## src/rtl/button_event_decoder.sv

```systemverilog
// Classifies debounced button activity into press/release/short/long/double event pulses.
// Two-process FSM with a shared saturating cycle counter that restarts on every state change.
module button_event_decoder #(
  parameter bit ACTIVE_HIGH       = 1'b1,
  parameter int LONG_CYCLES       = 1000,
  parameter int DCLICK_GAP_CYCLES = 300
) (
  input  logic clk,
  input  logic rstn,
  input  logic i_sig_debounced,
  output logic o_press,
  output logic o_release,
  output logic o_short,
  output logic o_long,
  output logic o_double,
  output logic o_held
);

  localparam int MAXC = (LONG_CYCLES > DCLICK_GAP_CYCLES) ? LONG_CYCLES : DCLICK_GAP_CYCLES;
  localparam int CW   = $clog2(MAXC + 1);

  localparam logic [CW-1:0] LONG_LAST = CW'(LONG_CYCLES - 1);
  localparam logic [CW-1:0] GAP_LAST  = CW'(DCLICK_GAP_CYCLES - 1);
  localparam logic [CW-1:0] CNT_MAX   = {CW{1'b1}};

  typedef enum logic [2:0] {
    IDLE,
    PRESS1,
    LONG_HELD,
    WAIT2,
    PRESS2
  } state_t;

  state_t        state, state_nxt;
  logic [CW-1:0] cnt;
  logic          p, p_q;
  logic          rise, fall;
  logic          short_nxt, long_nxt, double_nxt;

  assign p      = (i_sig_debounced == ACTIVE_HIGH);
  assign rise   = p & ~p_q;
  assign fall   = ~p & p_q;
  assign o_held = p_q;

  // Edge-qualified transitions: a release beats the long threshold, a press beats gap expiry
  always_comb begin
    state_nxt  = state;
    short_nxt  = 1'b0;
    long_nxt   = 1'b0;
    double_nxt = 1'b0;
    case (state)
      IDLE: begin
        if (rise) state_nxt = PRESS1;
      end
      PRESS1: begin
        if (fall) begin
          state_nxt = WAIT2;
        end else if (cnt == LONG_LAST) begin
          state_nxt = LONG_HELD;
          long_nxt  = 1'b1;
        end
      end
      LONG_HELD: begin
        if (fall) state_nxt = IDLE;
      end
      WAIT2: begin
        if (rise) begin
          state_nxt  = PRESS2;
          double_nxt = 1'b1;
        end else if (cnt == GAP_LAST) begin
          state_nxt = IDLE;
          short_nxt = 1'b1;
        end
      end
      PRESS2: begin
        if (fall) state_nxt = IDLE;
      end
      default: state_nxt = IDLE;
    endcase
  end

  always_ff @(posedge clk or negedge rstn) begin
    if (!rstn) begin
      p_q       <= 1'b0;
      state     <= IDLE;
      cnt       <= '0;
      o_press   <= 1'b0;
      o_release <= 1'b0;
      o_short   <= 1'b0;
      o_long    <= 1'b0;
      o_double  <= 1'b0;
    end else begin
      p_q       <= p;
      state     <= state_nxt;
      o_press   <= rise;
      o_release <= fall;
      o_short   <= short_nxt;
      o_long    <= long_nxt;
      o_double  <= double_nxt;
      if (state_nxt != state) begin
        cnt <= '0;
      end else if (cnt != CNT_MAX) begin
        cnt <= cnt + 1'b1;
      end
    end
  end

endmodule

```

## config.mk

```make
export PLATFORM = sky130hd
export DESIGN_NAME = button_event_decoder
export DESIGN_NICKNAME = d
export VERILOG_FILES = /design/src/rtl/button_event_decoder.sv
export SDC_FILE = /design/constraint.sdc
export NUM_CORES = 1
export LEC_CHECK = 0
export CORE_AREA = 5 5 49 51
export DETAILED_ROUTE_END_ITERATION = 7
export DIE_AREA = 0 0 54 56
export GPL_TIMING_DRIVEN = 1
export PLACE_DENSITY = 0.75
export SETUP_SLACK_MARGIN = 0.4
export SYNTH_ARGS = -nofsm -noshare
export SYNTH_HDL_FRONTEND = slang
export SYNTH_SLANG_ARGS = --single-unit
```

## constraint.sdc

```tcl
create_clock -name clk -period 2.49 [get_ports clk]
set_clock_uncertainty 0.1 [all_clocks]
set_input_delay 0.249 -clock clk [delete_from_list [all_inputs] [get_ports clk]]
set_output_delay 0.249 -clock clk [all_outputs]
set_load 0.01 [all_outputs]
```

==> impl_metrics.csv, run 1 <==
group,metric,value,unit
synthesis,yosysWarnings,0,
synthesis,synthArstFlopShare,100.0,%
route,drt-total-wl,2110,um
synthesis,ys_top_cells_by_area,"dfrtp_1, nor2_1, nand2_1",
final_layout,area_growth_syn_to_layout,27.34,%
floorplan,initial_core_util,51.25,%
critical_path,slowest_delay,0.56,ns
route,viasPerCell,5.709,
synthesis,synthCells,102,
synthesis,seq_area_frac_synth,48.78,%
timing,timing.final.ws_setup,0.4742,ns
timing,finalSetupViolations,0,
global_routing,grt_max_degree,20,
global_routing,track_usage,13.82,%
synthesis,synth-main-ff-cell,"dfrtp_1",
route,drc,0,
timing,fmax,496.1,MHz
hold_path,hold_path.class,"in2async",
run,maxCapViolations,0,
critical_path,reg2regPathDepth,5,
critical_path,timing.rr.end,"cnt[0]",
critical_path,crit_path_end_kind,"flip-flop",
clock_network,cts_buffer_depth,2,
timing,finalSetupTns,0,ns
final_layout,fillCellCount,155,
synthesis,synth_seq_cells,19,
place,place_congestion,0.9563,
clock_network,cts_sinks,19,
route,via_count,845,
clock_network,root_buffer,"clkbuf_4",
clock_network,path_clk_slew,0.11,ns
global_routing,antenna_found_initial,0,
route,ant_nets,0,
floorplan,io_pins,9,
global_routing,grt-ovfl-total,0,
clock_network,cts_buffers,3,
place,post-place-ws,0.3759,ns
floorplan,die_y,56,um
timing,slew_headroom,56.18,%
power,peakVddDrop,0.4819,mV
final_layout,n_antenna_cell,0,
timing,hold_violations,0,
final_layout,multi_input_area,553.0,um^2
route,wl_per_cell,14.26,um
power,power_density,812.7,nW/um^2
timing,worst_pin_slew,0.6523,ns
critical_path,worst_setup_path_start_kind,"flip-flop",
place,portBuffers,8,
route,drtPass1Iterations,4,
critical_path,reg2reg_slack,0.47,ns
critical_path,r2r-start,"cnt[6]",
floorplan,die_area,3024,um^2
final_layout,drive_gt1_share,21.49,%
synthesis,synth_edf_count,0,
place,hpwl,1287,um
critical_path,crit_fanout,5,
outcome,outcome,"complete, no violations",
timing,period_minus_slack,2.016,ns
critical_path,worst-setup-path-type,"reg2reg",
power,p_total,1009,uW
synthesis,synth_nets,106,
floorplan,core.rowCount,16,
floorplan,core-area,1902,um^2
final_layout,layout.nets,126,
power,p_leak,0.0005196,uW
timing,period_share,80.95,%
synthesis,synth.most_common_cell,"dfrtp_1",
floorplan,fp.dieW,54,um
critical_path,crit_arrival,2.10,ns
clock_network,ctsHtreeMaxLevel,1,
critical_path,path_cells,"or4b_4 -> nor3_4 -> o41ai_4 -> o211ai_4 -> nor2_1",
timing,rsz0062_at_grt,"true",
synthesis,syn_area,974.7,um^2
critical_path,slowest_stage,"or4b_4",
synthesis,synth_top_area_share,48.78,%
global_routing,grt_pass1_wl,3187,um
global_routing,first_global_vias,693,
synthesis,yosysTopAreaCell,"dfrtp_1",
synthesis,syn_area_per_cell,9.556,um^2
route,drt_iter0_drc,31,
clock_network,cts_tree,"done",
synthesis,synthTopCellsByCount,"dfrtp_1, nor2_1, nand2_1, nand3_1",
synthesis,ys_types,34,
timing,slew_viol_final,0,
critical_path,worstPathRequired,2.57,ns
final_layout,finish.utilization,65.26,%
final_layout,register_area,480.5,um^2
clock_network,worstSkewPairLatency,0.29,ns
-- flip-flops by register name, indices dropped and copies added, names as in the netlist --
name,count
cnt,10
o_double,1
o_held,1
o_long,1
o_press,1
o_release,1
o_short,1
state,3
-- worst max-delay path by stage --
stage,start,endpoint,slack [ns]
CTS,cnt[0],cnt[0],0.44
detailed placement,i_sig_debounced,cnt[4],0.38
global route,cnt[2],cnt[7],0.38
global placement,i_sig_debounced,cnt[4],0.43
finish,cnt[6],cnt[0],0.47
floorplan,cnt[0],cnt[4],0.65
-- worst max-delay path: cells and delay by family, from the launching register on --
| family | cells | cell delay (ns) |
|---|---|---|
| AO/OA/AOI/OAI | 2 | 0.45 |
| AND/OR/NAND/NOR | 3 | 0.93 |
| flip-flops | 1 | 0.42 |
-- cells by family after synthesis --
logic type | Yosys count | share of synthesized area [%]
and+or+nand+nor | 54 | 29.14
DFF | 19 | 48.78
AOI/OAI and AO/OA | 17 | 12.97
buffers and inverters | 5 | 2.053
xor gates and xnor gates | 3 | 2.696
muxes | 3 | 3.081
adders and majority gates | 1 | 1.283
-- cells in the final DEF (no fill, tap or decap), types with 2 or more instances in the layout --
cell,n
clkdlybuf4s50_1,8
xor2_1,2
nand2_1,10
nand3_1,5
nor2_1,14
o211ai_4,2
clkbuf_4,3
nor3_2,2
buf_4,7
dfrtp_1,15
o21ai_0,4
nand3b_1,3
or2_2,2
nor3_1,3
inv_1,4
mux2i_1,3
a21oi_1,4
nand2b_1,3
dfrtp_2,4
nand4_1,3
nor4_1,2
-- layout make-up --
cell class / count / area share [%]
sequential: 19 / 38.71
tap: 27 / 2.722
timing repair buffer: 15 / 10.69
inverter: 4 / 1.210
multi-input combinational: 79 / 44.56
clock buffer: 4 / 2.117
-- power by group --
| part | switching, uW | internal [uW] | total (uW) |
|---|---|---|---|
| combinational | 247 | 193 | 440 |
| sequential | 60.9 | 355 | 416 |
| clock | 90.8 | 62.3 | 153 |
-- through the flow --
stage	std cells	hold slack [ns]	cell area [um^2]
6_report	148	0.1852	1241
4_1_cts	141	0.1889	1125
5_1_grt	148	0.1929	1241
2_1_floorplan	102	-0.1466	974.7
3_5_place_dp	137	0.4585	1091
3_3_place_gp	137	0.4412	1091
-- timing repair --
item | CTS | global route
endpoints found under the setup margin | 1 | 10
pin swaps | 0 | 7
hold buffers | 0 | 0
buffers inserted | 0 | 6
cloned | 0 | 1
gates resized for setup | 1 | 13
-- metal layers --
layer | vias up | wire length (um) | track usage, %
met3 | 2 | 96 | 3.217
met2 | 29 | 1023 | 18.69
met1 | 406 | 976 | 21.29
met4 | 0 | 13 | 4.626
li1 | 408 | - | -
met5 | - | 0 | 0
Power figures use the tool's default switching activity.
==> run 2, diff against run 1 <==
- CORE_AREA: 5 5 49 51 -> 5 5 51 53
- DIE_AREA: 0 0 54 56 -> 0 0 56 58
- PLACE_DENSITY: 0.75 -> 0.72
- clock period: 2.49 -> 1.7 ns (I/O delays scaled with it)
==> impl_metrics.csv, run 2 (synthesized netlist as in run 1, its figures left out) <==
group,metric,value,unit
floorplan,io_pins,9,
floorplan,core.rowCount,17,
final_layout,drive_gt1_share,41.72,%
final_layout,multi_input_area,591.8,um^2
place,place_congestion,0.7764,
clock_network,path_clk_slew,0.11,ns
clock_network,ctsHtreeMaxLevel,1,
final_layout,largest_reg_flops,10,
global_routing,track_usage,16.11,%
power,power_density,1091,nW/um^2
clock_network,cts_buffer_depth,2,
power,p_leak,0.0007260,uW
final_layout,area_growth_syn_to_layout,55.20,%
timing,period_share,115.1,%
global_routing,grt_pass1_wl,4077,um
critical_path,crit_path_end_kind,"flip-flop",
place,dpl_cell_area,1310,um^2
route,via_count,1022,
hold_path,hold_path.class,"in2async",
timing,finalSetupViolations,13,
run,maxCapViolations,0,
timing,slew_viol_final,0,
floorplan,fp.dieW,56,um
final_layout,register_area,478.0,um^2
critical_path,worst-setup-path-type,"reg2reg",
route,drt-total-wl,2668,um
timing,slew_headroom,72.85,%
critical_path,worst_setup_path_start_kind,"flip-flop",
clock_network,cts_buffers,3,
place,hpwl,1735,um
critical_path,slowest_stage,"dfrtp_1",
clock_network,root_buffer,"clkbuf_4",
final_layout,layout.nets,156,
global_routing,antenna_found_initial,0,
final_layout,layout_common_cells,"buf_4, dfrtp_1, nor2_1",
power,peakVddDrop,0.9080,mV
route,wl_per_cell,14.91,um
floorplan,die_y,58,um
final_layout,top_register,"cnt",
timing,rsz0062_at_grt,"true",
global_routing,first_global_vias,963,
route,drtPass1Iterations,4,
timing,timing.final.ws_setup,-0.2575,ns
timing,period_minus_slack,1.958,ns
floorplan,core-area,2106,um^2
floorplan,initial_core_util,46.29,%
critical_path,critical-path-top-delay-family,"compound AO/OA/AOI/OAI gates",
final_layout,design_area,1513,um^2
critical_path,slowest_delay,0.38,ns
place,portBuffers,8,
final_layout,reg_top3,"cnt (10), state (3)",
critical_path,crit_fanout,7,
clock_network,cts_sinks,19,
timing,worst_pin_slew,0.4022,ns
global_routing,grt-ovfl-total,0,
final_layout,finish.utilization,71.84,%
route,viasPerCell,5.709,
final_layout,fillCellCount,159,
critical_path,path_cells,"buf_4 -> buf_6 -> or2b_1 -> o311ai_0 -> o221ai_2 -> o211ai_2 -> nor2_1",
outcome,violations,"setup timing",
route,drc,0,
critical_path,crit_arrival,2.05,ns
critical_path,path_buf_inv,2,
route,ant_nets,0,
final_layout,final_common_cell,"buf_4",
timing,fmax,510.8,MHz
clock_network,worstSkewPairLatency,0.30,ns
final_layout,n_antenna_cell,0,
global_routing,grt_max_degree,20,
clock_network,cts_tree,"done",
outcome,outcome,"complete, but fails checks",
route,drt_iter0_drc,21,
place,post-place-ws,-0.2307,ns
critical_path,worstPathRequired,1.79,ns
timing,hold_violations,0,
floorplan,die_area,3248,um^2
==> run 2: cell types whose count changed in the layout (fill, tap and decap cells not counted), moves of 2 or more <==
cell,previous run,this run
a21oi_1,4,2
a21oi_2,0,2
buf_4,7,32
buf_6,0,5
clkdlybuf4s50_1,8,2
dfrtp_1,15,17
dfrtp_2,4,2
dlygate4sd2_1,0,5
==> run 2: layout make-up <==
| cell class | instances | share of cell area, % |
|---|---|---|
| Sequential cell | 19 | 31.60 |
| Multi-Input combinational cell | 79 | 39.12 |
| Clock buffer | 3 | 1.489 |
| Clock inverter | 1 | 0.3309 |
| Tap cell | 28 | 2.316 |
| Timing Repair Buffer | 45 | 24.15 |
| Inverter | 4 | 0.9926 |
==> run 2: final timing paths <==
kind                                 start       end  slack [ns]  cells past startpoint
setup / recovery                    cnt[2]    cnt[5]       -0.26                      7
hold / removal                        rstn  state[0]        0.09                      2
hold reg to reg                   state[2]  o_double        0.56                      2
setup reg to reg                    cnt[2]    cnt[5]       -0.26                      7
min in group clk           i_sig_debounced    o_held        0.28                      1
max in group asynchronous             rstn  state[1]        1.19                      2
==> run 2: through the flow <==
stage | hold WS (ns) | TNS (ns) | instances | total power, uW
after floorplan | -0.2256 | -0.8998 | 102 | 959.3
after global placement | 0.4276 | -1.431 | 163 | 1158
after detailed placement | 0.4311 | -1.943 | 163 | 1180
after CTS | 0.08731 | -2.002 | 174 | 1481
after global routing | 0.09834 | -3.896 | 179 | 1760
final | 0.08772 | -2.632 | 179 | 1651
==> run 2: worst reg2reg max path, cell delays in order, from the launching register on <==
cell and delay [ns]:
dfrtp_1 0.38, buf_4 0.12, buf_6 0.10, or2b_1 0.26, o311ai_0 0.38, o221ai_2 0.24
o211ai_2 0.18, nor2_1 0.09
==> run 2: per-layer routing <==
| layer | routed length [um] | share of wire (%) | global-route usage, % |
|---|---|---|---|
| met1 | 990 | 37 | 17.02 |
| met2 | 1522 | 57 | 30.88 |
| met3 | 81 | 3.0 | 2.227 |
| met4 | 74 | 2.8 | 8.475 |
| met5 | 0 | 0 | 0 |
==> run 2: report_power, final <==
group	switching, uW	internal, uW	total, uW
Sequential	66.7	520	587
Combinational	429	404	833
Clock	143	87.8	231
Total	639	1010	1650
==> run 2: what timing repair did <==
action,CTS,global route
endpoints found under the setup margin,20,16
gates cloned,0,1
setup buffers,7,4
hold buffers,0,0
pin swaps,3,11
gates resized for setup,17,11
==> run 3, diff against run 2 <==
- PLACE_DENSITY: 0.72 -> not set
- PLACE_DENSITY_LB_ADDON: not set -> 0.2
==> impl_metrics.csv, run 3 (synthesized netlist as in run 1, its figures left out) <==
group,metric,value,unit
outcome,outcome,"complete, but fails checks",
outcome,violations,"setup timing",
critical_path,slowest_stage,"or4b_4",
final_layout,drive_gt1_share,35.17,%
global_routing,track_usage,15.11,%
global_routing,grt_pass1_wl,3857,um
timing,slew_headroom,76.35,%
power,p_total,1577,uW
place,place_congestion,0.7819,
final_layout,final_common_cell,"buf_4",
place,dp_cells,165,
timing,slew_viol_final,0,
final_layout,largest_reg_flops,10,
clock_network,cts_tree,"done",
route,viasPerCell,5.208,
timing,worst_pin_slew,0.3509,ns
route,drt_iter0_drc,23,
timing,period_share,112.1,%
floorplan,core-area,2106,um^2
clock_network,cts_buffer_depth,2,
timing,rsz0062_at_grt,"true",
critical_path,worstPathRequired,1.81,ns
critical_path,reg2regPathDepth,6,
clock_network,ctsHtreeMaxLevel,1,
floorplan,initial_core_util,46.29,%
floorplan,fp.dieW,56,um
final_layout,fin_cells,173,
clock_network,cts_sinks,19,
clock_network,cts_buffers,3,
power,peakVddDrop,0.6242,mV
route,drc,0,
global_routing,grt_max_degree,20,
timing,hold_violations,0,
global_routing,grt-ovfl-total,0,
critical_path,crit_arrival,2.01,ns
floorplan,die_y,58,um
final_layout,n_antenna_cell,0,
floorplan,die_area,3248,um^2
timing,finalSetupViolations,12,
critical_path,worst-setup-path-type,"reg2reg",
power,power_density,1105,nW/um^2
route,via_count,901,
final_layout,reg_top3,"cnt (10), state (3)",
timing,period_minus_slack,1.906,ns
critical_path,crit_path_end_kind,"flip-flop",
place,hpwl,1650,um
route,drt-total-wl,2304,um
timing,timing.final.ws_setup,-0.2061,ns
clock_network,path_clk_slew,0.11,ns
global_routing,first_global_vias,900,
hold_path,hold_path.class,"in2async",
place,portBuffers,8,
timing,fmax,524.6,MHz
critical_path,path_cells,"or4b_4 -> nor3_4 -> o41ai_2 -> o211ai_4 -> buf_12 -> nor2_1",
floorplan,io_pins,9,
clock_network,worstSkewPairLatency,0.30,ns
final_layout,layout.nets,150,
critical_path,slowest_delay,0.58,ns
power,p_leak,0.0006998,uW
final_layout,area_growth_syn_to_layout,46.47,%
route,drtPass1Iterations,4,
clock_network,hold_buffers,0,
clock_network,root_buffer,"clkbuf_4",
floorplan,core.rowCount,17,
final_layout,top_register,"cnt",
final_layout,fillCellCount,176,
route,ant_nets,0,
critical_path,worst_setup_path_start_kind,"flip-flop",
global_routing,antenna_found_initial,0,
critical_path,crit_fanout,10,
final_layout,layout_common_cells,"buf_4, dfrtp_1, nor2_1",
route,wl_per_cell,13.32,um
run,maxCapViolations,0,
-- run 3: path summary, 6_finish.rpt --
path / start / end / slack [ns]
setup / recovery: cnt[2] / cnt[7] / -0.21
hold / removal: rstn / cnt[0] / 0.09
setup reg to reg: cnt[2] / cnt[7] / -0.21
hold reg to reg: cnt[8] / cnt[8] / 0.49
max in group asynchronous: rstn / cnt[1] / 1.21
min in group clk: i_sig_debounced / o_held / 0.26
-- run 3: area by class of cell --
type | count | area (um^2) | area share (%)
inverters | 4 | 15.01 | 1.052
clock buffers | 3 | 22.52 | 1.578
well taps | 28 | 35.03 | 2.454
flip-flops and latches | 19 | 475.5 | 33.30
clock inverters | 1 | 5.005 | 0.3506
repair buffers | 40 | 325.3 | 22.79
multi-input cells | 78 | 549.3 | 38.48
-- run 3: what timing repair did --
action                                  CTS  global route
pin swaps                                 1             1
gates resized for setup                  15             4
endpoints found under the setup margin   20            14
setup buffers                             3             1
-- run 3: critical path, delay by kind of cell (launching register included) --
kind,cells,cell delay [ns]
and+or+nand+nor,3,0.85
DFF,1,0.40
AOI/OAI and AO/OA,2,0.30
buffers and inverters,1,0.15
-- run 3: per-layer routing --
metal  track usage, %  part of all wire (%)  up-vias
li1                 -                     -      450
met1            17.41                    46      436
met2            27.21                    50       13
met3            4.009                   3.3        2
met4            5.085                  0.74        0
met5                0                     0        -
-- run 3: stage by stage --
| stage | TNS, ns | worst slack [ns] | util, % | cell area [um^2] | hold slack [ns] |
|---|---|---|---|---|---|
| after floorplan | -0.8998 | -0.09220 | - | 1005 | -0.2256 |
| after global placement | -1.553 | -0.1850 | 62.92 | 1325 | 0.4300 |
| after detailed placement | -1.823 | -0.2518 | 62.92 | 1325 | 0.4305 |
| after CTS | -1.611 | -0.1680 | 66.49 | 1400 | 0.09827 |
| after global routing | -2.974 | -0.2851 | 67.80 | 1428 | 0.1049 |
| final | -2.112 | -0.2061 | 67.80 | 1428 | 0.09047 |
-- run 3: report_power, final --
part           internal, uW  leakage, uW  total, uW  switching [uW]
registers               518     0.000255        579            61.9
logic                   391     0.000427        761             370
clock network          87.8    0.0000177        236             149
